File: config.mk
export PLATFORM = sky130hd
export DESIGN_NAME = bfp32_add_arbiter
export DESIGN_NICKNAME = d
export VERILOG_FILES = /design/src/rtl/bfp32_add_arbiter.sv
export SDC_FILE = /design/constraint.sdc
export NUM_CORES = 1
export LEC_CHECK = 0
export CORE_AREA = 2 2 154 156
export CTS_BUF_LIST = sky130_fd_sc_hd__clkbuf_2
export DETAILED_ROUTE_END_ITERATION = 10
export DIE_AREA = 0 0 156 158
export GPL_TIMING_DRIVEN = 0
export PLACE_DENSITY = 0.72
export SLEW_MARGIN = 20
export SYNTH_ARGS = -nofsm -noshare
export SYNTH_HDL_FRONTEND = slang
export SYNTH_SLANG_ARGS = --single-unit
File: constraint.sdc
create_clock -name clk -period 4.3 [get_ports clk]
set_input_delay 0.43 -clock clk [delete_from_list [all_inputs] [get_ports clk]]
set_output_delay 0.43 -clock clk [all_outputs]
set_load 0.02 [all_outputs]
File: src/rtl/bfp32_add_arbiter.sv
// rtl/bfp32_add_arbiter.sv - round-robin arbiter sharing one pipelined bfp32 adder
// Optional transfer/stall counters are built when BFP_ARB_STAT_EN is defined.
module bfp32_add_arbiter #(
   parameter int NUM_REQ = 4,
   parameter int ADD_LAT = 2
) (
   input  logic                       clk,
   input  logic                       rst,
   input  logic                       en,
   input  logic [NUM_REQ-1:0]         req_valid,
   input  logic [NUM_REQ*32-1:0]      req_a,
   input  logic [NUM_REQ*32-1:0]      req_b,
   output logic [NUM_REQ-1:0]         req_ready,
   output logic [31:0]                add_a,
   output logic [31:0]                add_b,
   input  logic [31:0]                add_o,
   output logic                       res_valid,
   output logic [$clog2(NUM_REQ)-1:0] res_id,
   output logic [31:0]                res_data,
   output logic                       busy
`ifdef BFP_ARB_STAT_EN
   ,
   output logic [31:0]                issue_cnt,
   output logic [31:0]                stall_cnt
`endif
);

   localparam int ID_W = $clog2(NUM_REQ);

   typedef enum logic [1:0] {
      S_IDLE  = 2'd0,
      S_RUN   = 2'd1,
      S_DRAIN = 2'd2
   } state_t;

   state_t            r_state;
   state_t            w_state_nxt;

   logic [ID_W-1:0]   r_ptr;
   logic [ID_W-1:0]   w_ptr_nxt;
   logic [ID_W-1:0]   w_gnt_id;
   logic [ID_W-1:0]   w_scan_idx;
   logic              w_gnt_found;
   logic              w_xfer;
   logic [31:0]       w_sel_a;
   logic [31:0]       w_sel_b;

   logic [31:0]       r_add_a;
   logic [31:0]       r_add_b;

   logic [ADD_LAT:0]  r_tag_v;
   logic [ID_W-1:0]   r_tag_id [0:ADD_LAT];
   logic              w_tags_busy;

   logic              r_res_valid;
   logic [ID_W-1:0]   r_res_id;
   logic [31:0]       r_res_data;

   // First valid requester at or after the priority pointer, wrapping.
   always_comb begin
      w_gnt_found = 1'b0;
      w_gnt_id    = '0;
      w_scan_idx  = '0;
      for (int k = 0; k < NUM_REQ; k++) begin
         w_scan_idx = ID_W'((int'(r_ptr) + k) % NUM_REQ);
         if (!w_gnt_found && req_valid[w_scan_idx]) begin
            w_gnt_found = 1'b1;
            w_gnt_id    = w_scan_idx;
         end
      end
   end

   assign w_xfer = en & w_gnt_found;

   always_comb begin
      w_sel_a   = '0;
      w_sel_b   = '0;
      req_ready = '0;
      for (int i = 0; i < NUM_REQ; i++) begin
         if (w_gnt_id == ID_W'(i)) begin
            w_sel_a = req_a[32*i +: 32];
            w_sel_b = req_b[32*i +: 32];
         end
         req_ready[i] = w_xfer && (w_gnt_id == ID_W'(i));
      end
   end

   assign w_ptr_nxt = (w_gnt_id == ID_W'(NUM_REQ - 1)) ? '0 : (w_gnt_id + ID_W'(1));

   always_ff @(posedge clk or negedge rst) begin
      if (!rst) begin
         r_ptr   <= '0;
         r_add_a <= '0;
         r_add_b <= '0;
      end else if (w_xfer) begin
         r_ptr   <= w_ptr_nxt;
         r_add_a <= w_sel_a;
         r_add_b <= w_sel_b;
      end
   end

   // Tag pipeline runs in lockstep with the adder; it never stalls.
   always_ff @(posedge clk or negedge rst) begin
      if (!rst) begin
         r_tag_v <= '0;
         for (int i = 0; i <= ADD_LAT; i++) begin
            r_tag_id[i] <= '0;
         end
      end else begin
         r_tag_v     <= {r_tag_v[ADD_LAT-1:0], w_xfer};
         r_tag_id[0] <= w_gnt_id;
         for (int i = 1; i <= ADD_LAT; i++) begin
            r_tag_id[i] <= r_tag_id[i-1];
         end
      end
   end

   assign w_tags_busy = |r_tag_v;

   always_ff @(posedge clk or negedge rst) begin
      if (!rst) begin
         r_res_valid <= 1'b0;
         r_res_id    <= '0;
         r_res_data  <= '0;
      end else begin
         r_res_valid <= r_tag_v[ADD_LAT];
         if (r_tag_v[ADD_LAT]) begin
            r_res_id   <= r_tag_id[ADD_LAT];
            r_res_data <= add_o;
         end
      end
   end

   always_ff @(posedge clk or negedge rst) begin
      if (!rst) begin
         r_state <= S_IDLE;
      end else begin
         r_state <= w_state_nxt;
      end
   end

   // An empty tag pipeline while draining means the last result is on res_* now.
   always_comb begin
      w_state_nxt = r_state;
      case (r_state)
         S_IDLE: begin
            if (w_xfer) begin
               w_state_nxt = S_RUN;
            end
         end
         S_RUN: begin
            if (!w_xfer) begin
               w_state_nxt = w_tags_busy ? S_DRAIN : S_IDLE;
            end
         end
         S_DRAIN: begin
            if (w_xfer) begin
               w_state_nxt = S_RUN;
            end else if (!w_tags_busy) begin
               w_state_nxt = S_IDLE;
            end
         end
         default: begin
            w_state_nxt = S_IDLE;
         end
      endcase
   end

   assign add_a     = r_add_a;
   assign add_b     = r_add_b;
   assign res_valid = r_res_valid;
   assign res_id    = r_res_id;
   assign res_data  = r_res_data;
   assign busy      = (r_state != S_IDLE);

`ifdef BFP_ARB_STAT_EN
   logic [31:0] r_issue_cnt;
   logic [31:0] r_stall_cnt;

   // Issue count wraps; stall count saturates.
   always_ff @(posedge clk or negedge rst) begin
      if (!rst) begin
         r_issue_cnt <= '0;
         r_stall_cnt <= '0;
      end else begin
         if (w_xfer) begin
            r_issue_cnt <= r_issue_cnt + 32'd1;
         end
         if ((|req_valid) && !w_xfer && (r_stall_cnt != 32'hFFFF_FFFF)) begin
            r_stall_cnt <= r_stall_cnt + 32'd1;
         end
      end
   end

   assign issue_cnt = r_issue_cnt;
   assign stall_cnt = r_stall_cnt;
`endif

endmodule

== Word level (Yosys, flattened, before mapping) ==
Cells that the tools add are included.

* Eq/ne operators: 8
* $mul: 0
* Reduce and logical (&&, ||, !) cells: 15
* Shifts and indexed selects: 0
* Muxes and demuxes: 31
* $lt $le $gt $ge: 4
* Bitwise gates (word level): 1
* Add/sub/neg operators: 4
* Div/mod/pow operators: 0

{| class="wikitable"
|+ Operator list
! operator !! number
|-
| two-way mux 32 bit || 8
|-
| two-way mux 2 bit || 10
|-
| < comparator 2 x 3 -> 1 bit, second input constant || 4
|-
| binary-select mux 1 bit (select 2 bit) || 4
|-
| two-way mux 1 bit || 8
|-
| logical AND 1 bit || 7
|-
| == test 2 bit, second input constant || 3
|-
| one-hot mux 2 bit (3 select lines) || 1
|-
| adder 2 x 1 -> 2 bit, second input constant || 2
|-
| adder 2 bit, second input constant || 2
|-
| == test 2 x 1 -> 1 bit, second input constant || 2
|-
| zero test 2 bit || 2
|-
| inequality test 2 bit, second input constant || 2
|-
| zero test 1 bit || 3
|-
| inequality test 3 bit, second input constant || 1
|-
| AND reduction 3 bit || 1
|-
| OR reduction 3 bit || 1
|-
| nonzero test 2 bit || 1
|-
| AND 1 bit || 1
|}

* ROM bits: 0
* Output and inout bits: 104
* Input bits: 295
* Bits in registers: 112
* Latch bits: 0
* Memory bits (writable): 0
* Memories: 0

== Longest topological paths before layout ==
* Word-level depth: 17
* Gate-level depth with buffers: 9
* Depth with buffers taken out: 7

== Worst setup path after synthesis ==
OpenSTA, ideal clock, no wires.

* Kind: input-to-output
* Start point: input port req_valid[1]
* End point: output port req_ready[2]
* Path buffers: 2
* Slack: 2.096 ns
* Cell stages on the path: 7
* Arrival: 1.774 ns
* Path through: nor3b_1 > a211o_1 > o21a_1 > ha_1 > buf_2 > clkbuf_1 > and2_1

* Longest elaborated chain between the ends: 14
* Elaborated cells on any way between the ends: 25
* Classes of those cells: 1 x eq/ne; 16 x mux; 1 x bitwise; 7 x reduce/logical

{| class="wikitable"
|+ Ends and longest elaborated chain
! what !! RTL line !! source
|-
| start, declared || 10 || <nowiki>input logic [NUM_REQ-1:0] req_valid,</nowiki>
|-
| binary-select mux 1 bit (select 2 bit) || 66 || <nowiki>if (!w_gnt_found && req_valid[w_scan_idx]) begin</nowiki>
|-
| two-way mux 1 bit (implied by the code) || 66 ||
|-
| two-way mux 1 bit || 66 ||
|-
| zero test 1 bit || 66 ||
|-
| logical AND 1 bit || 66 ||
|-
| two-way mux 1 bit || 66 ||
|-
| zero test 1 bit || 66 ||
|-
| logical AND 1 bit || 66 ||
|-
| two-way mux 1 bit || 66 ||
|-
| zero test 1 bit || 66 ||
|-
| logical AND 1 bit || 66 ||
|-
| two-way mux 2 bit (*) || 66 ||
|-
| named net w_gnt_id[1] || 41 || <nowiki>logic [ID_W-1:0] w_gnt_id;</nowiki>
|-
| == test 2 bit (*) || 84 || <nowiki>req_ready[i] = w_xfer && (w_gnt_id == ID_W'(i));</nowiki>
|-
| logical AND 1 bit (*) || 84 ||
|-
| end, declared || 13 || <nowiki>output logic [NUM_REQ-1:0] req_ready,</nowiki>
|}

The timed path passes the listed nets; every way through them passes the cells marked *. The select of a mux whose other input is x is not followed.

== Final worst setup path ==
* Start point: register r_ptr[0]
* End point: output port req_ready[2]

* Longest elaborated chain between the ends: 14
* Elaborated cells on any way between the ends: 28
* Classes of those cells: 3 x add/sub; 1 x eq/ne; 16 x mux; 1 x bitwise; 7 x reduce/logical

{| class="wikitable"
|+ Ends and longest elaborated chain
! what !! RTL line !! source
|-
| start, declared || 39 || <nowiki>logic [ID_W-1:0] r_ptr;</nowiki>
|-
| start signal, assigned || 96 || <nowiki>r_ptr <= w_ptr_nxt;</nowiki>
|-
| parallel branches: the longest is 11 deep, another holds adder 2 x 1 -> 2 bit || n/a ||
|-
| two-way mux 2 bit (*) || 66 ||
|-
| named net w_gnt_id[1] || 41 ||
|-
| == test 2 bit (*) || 84 ||
|-
| logical AND 1 bit (*) || 84 ||
|}

Mark *: on every way through the listed nets, which the timed path passes. The select of a mux whose other input is x is not followed.

==> key figures <==
Run status
  • Status: completed

Global routing
  • Vias in the first global route: 6991
  • Gr usage total: 22.0%
  • Initial antenna violation count: 1
  • Remaining global-route overflow: 0
  • Largest net degree at the start of global routing: 77
  • First-pass GRT wire length: 41.1 mm

Synthesis
  • Mapped Nets: 993
  • XOR/XNOR Fraction of Synth Area: 0%
  • Top-count cell post-synth: dfrtp_1
  • Yosys cell types: 31
  • Gate Count Post-Synth: 694
  • Compound-Gate Fraction of Synth Area: 22.1%
  • Synthesized area per cell: 9.18 µm²
  • Synthesized cell area: 0.00637 mm²
  • Main combinational cell family by area after synthesis: compound AO/OA/AOI/OAI gates
  • Mux contribution to synthesized area: 6.40%
  • Area contributors post-synth: dfrtp_1 (44%), a221o_1 (10%), nand3b_1 (7.7%)
  • Synthesized flop and latch total: 112
  • Synth cell count leaders: dfrtp_1 (112), nand2_1 (67), nor2_1 (66)
  • Top cell type's share of synthesized area: 44.0%
  • Simple-Gate Fraction of Synth Area: 16.9%
  • Sequential share of the synthesized area: 44.0%
  • Synth warn: 0
  • Number of synthesized flops with an enable pin: 0
  • Ys flop type: dfrtp_1
  • Ys async rst share: 100%
  • Adder-cell share of the synthesized area: 0.785%
  • Area leader, netlist: dfrtp_1

Clock network
  • Clk buf depth: 2
  • Total CTS buffers: 9
  • H-tree Lvls: 3
  • Clock transition at path regs: 0.36 ns
  • CTS tree: yes
  • Post-CTS sizing: 0
  • Root buf cell: clkbuf_2
  • Setup bufs post-CTS: 0
  • Worst skew pair latency: 0.67 ns
  • Clk sinks: 112

Detailed routing
  • DR pass1 iterations: 5
  • Initial DRC Count: 450
  • Vias: 7052
  • Post-route ant nets: 0
  • Via-to-Cell Ratio: 5.03
  • Drt wl/cell: 20.1 µm
  • # DRC: 0
  • Wirelength, routed: 28.2 mm

Placement
  • Routability cong.: 0.875
  • Dpl ws: 0.616 ns
  • Placed inst area: 0.0107 mm²
  • Post-DP HPWL: 22.0 mm
  • Port bufs: 398

Pwr
  • Clock power frac: 10.2%
  • Sequential share of power: 30.3%
  • Maximum vdd drop: 183 µV
  • Logic pwr share: 59.5%
  • Power per cell area: 468 mW/mm²
  • P_leak: 4.40 nW
  • Psw: 2.18 mW
  • Switching share of total power: 42.8%
  • Internal Power: 2.91 mW
  • Total Power: 5.09 mW

Timing
  • Fmax: 254 MHz
  • Final Setup Violations: 0
  • Hold Vio Cnt, Final: 0
  • Final Max Tran Viols: 0
  • Worst-margin pin slew: 0.621 ns
  • RSZ-0062 raised after global routing: false
  • Rel. slew slack: 58.6%
  • Setup ws final: 0.365 ns
  • Sum Neg Setup Slack: 0 ns
  • Clk_skew: 0.0536 ns
  • Fin crit share: 91.5%
  • Minimum clock period after layout: 3.93 ns

Setup path
  • Endpoint type of the worst setup path: output pin
  • Crit path capture: req_ready[2]
  • Critical R2R Capture: add_a[12]
  • Worst setup SP type: register
  • Reg2Reg Depth: 9
  • R2R Path Start: r_ptr[0]
  • Crit-path max FO: 10
  • Reg2Reg Setup Slack: 1.74 ns
  • Worst Setup Path Type: register to output pin
  • Critical Path RT: 3.87 ns
  • Critical path arrival: 3.50 ns
  • Crit. Startpoint: r_ptr[0]

Finish
  • Nets: 1404
  • Fin area: 0.0109 mm²
  • Layout Utilization: 47.2%
  • Layout cells sized above 1: 8.92%
  • Area delta synth->final: 70.7%

Floorplan
  • Die Area: 0.0246 mm²
  • Row count: 56
  • Initial Util: 27.6%
  • Die X: 156 µm
  • Ports: 399
  • Die H: 158 µm
  • Placeable Area: 0.0231 mm²

Min path
  • Min-delay worst type: input pin to async pin

Job
  • Max-Cap Viols: 0
## worst min path at each step
stage,startpoint,endpoint,cells after the start
global route,rst,add_b[28],2
floorplan,rst,add_a[0],0
CTS,rst,add_a[6],2
detailed placement,r_tag_id[4],r_tag_id[2],0
finish,rst,add_b[28],2
global placement,r_tag_id[4],r_tag_id[2],0
## repair_timing
item / 4_1_cts / 5_1_grt
endpoints found under the setup margin: 0 / 0
endpoints found under the hold margin: 87 / 0
hold buffers: 1 / 0
## power by group through the flow
stage / clock network, mW / logic [mW] / registers [mW]
2_1_floorplan: 0 / 1.29 / 1.89
3_3_place_gp: 0 / 3.00 / 1.56
3_5_place_dp: 0 / 3.03 / 1.57
4_1_cts: 0.552 / 3.04 / 1.55
5_1_grt: 0.589 / 3.24 / 1.58
6_report: 0.520 / 3.03 / 1.54
## critical path, stage by stage (launching register included)
cell and delay (ns):
dfrtp_1 0.50, nor3b_1 0.23, a211o_1 0.16, o21a_1 0.19
ha_1 0.21, buf_2 0.25, clkbuf_1 0.49, and2_1 0.21
clkdlybuf4s50_1 0.60
## final cells by class
| type | instances | area, µm² |
|---|---|---|
| fillers | 2181 | 12200 |
| repair buffers | 400 | 4020 |
| multi-input cells | 450 | 2940 |
| flip-flops and latches | 112 | 2800 |
| plain buffers | 68 | 388 |
| well taps | 290 | 363 |
| inverters | 64 | 240 |
| clock inverters | 7 | 70.1 |
| clock buffers | 9 | 45.0 |
| diodes | 1 | 2.50 |
## layer usage
layer	up-vias	global-route usage (%)	routed length, µm
met1	3452	28.5	11800
met5	-	0	0
li1	3300	-	-
met4	0	6.38	441
met2	275	37.9	14200
met3	25	3.67	1730
## sequential cells by signal, indices dropped and copies added, names as in the netlist
name,cells
res_id,2
add_b,32
res_valid,1
add_a,32
r_tag_id,6
r_ptr,2
r_tag_v,3
r_state,2
res_data,32
## layout by cell type, fill, tap and decap left out, drive strengths merged, types with 2 or more instances in the layout
cell type / netlist / routed
clkbuf: 27 / 36
mux2: 35 / 35
a21oi: 64 / 64
ha: 4 / 4
nor2: 66 / 66
nand2b: 2 / 2
clkdlybuf4s50: 0 / 397
buf: 41 / 43
nand2: 67 / 67
inv: 64 / 68
clkinv: 0 / 3
dfrtp: 112 / 112
a31oi: 65 / 65
a221o: 64 / 64
and2: 6 / 6
nor3: 2 / 2
nand3b: 65 / 65
## stage by stage
step           instances  hold slack (ns)
4_1_cts             1400            0.125
3_5_place_dp        1383            0.346
3_3_place_gp        1382            0.335
6_report            1401            0.179
2_1_floorplan        694            0.134
5_1_grt             1401            0.160
## logic make-up after synthesis
group                    count (synthesis)
AO/OA/AOI/OAI                          198
adder cells (fa/ha/maj)                  4
buffers and inverters                  132
flip-flops                             112
multiplexers                            36
AND/OR/NAND/NOR                        212
No activity file was read; power rests on OpenSTA's default activity.
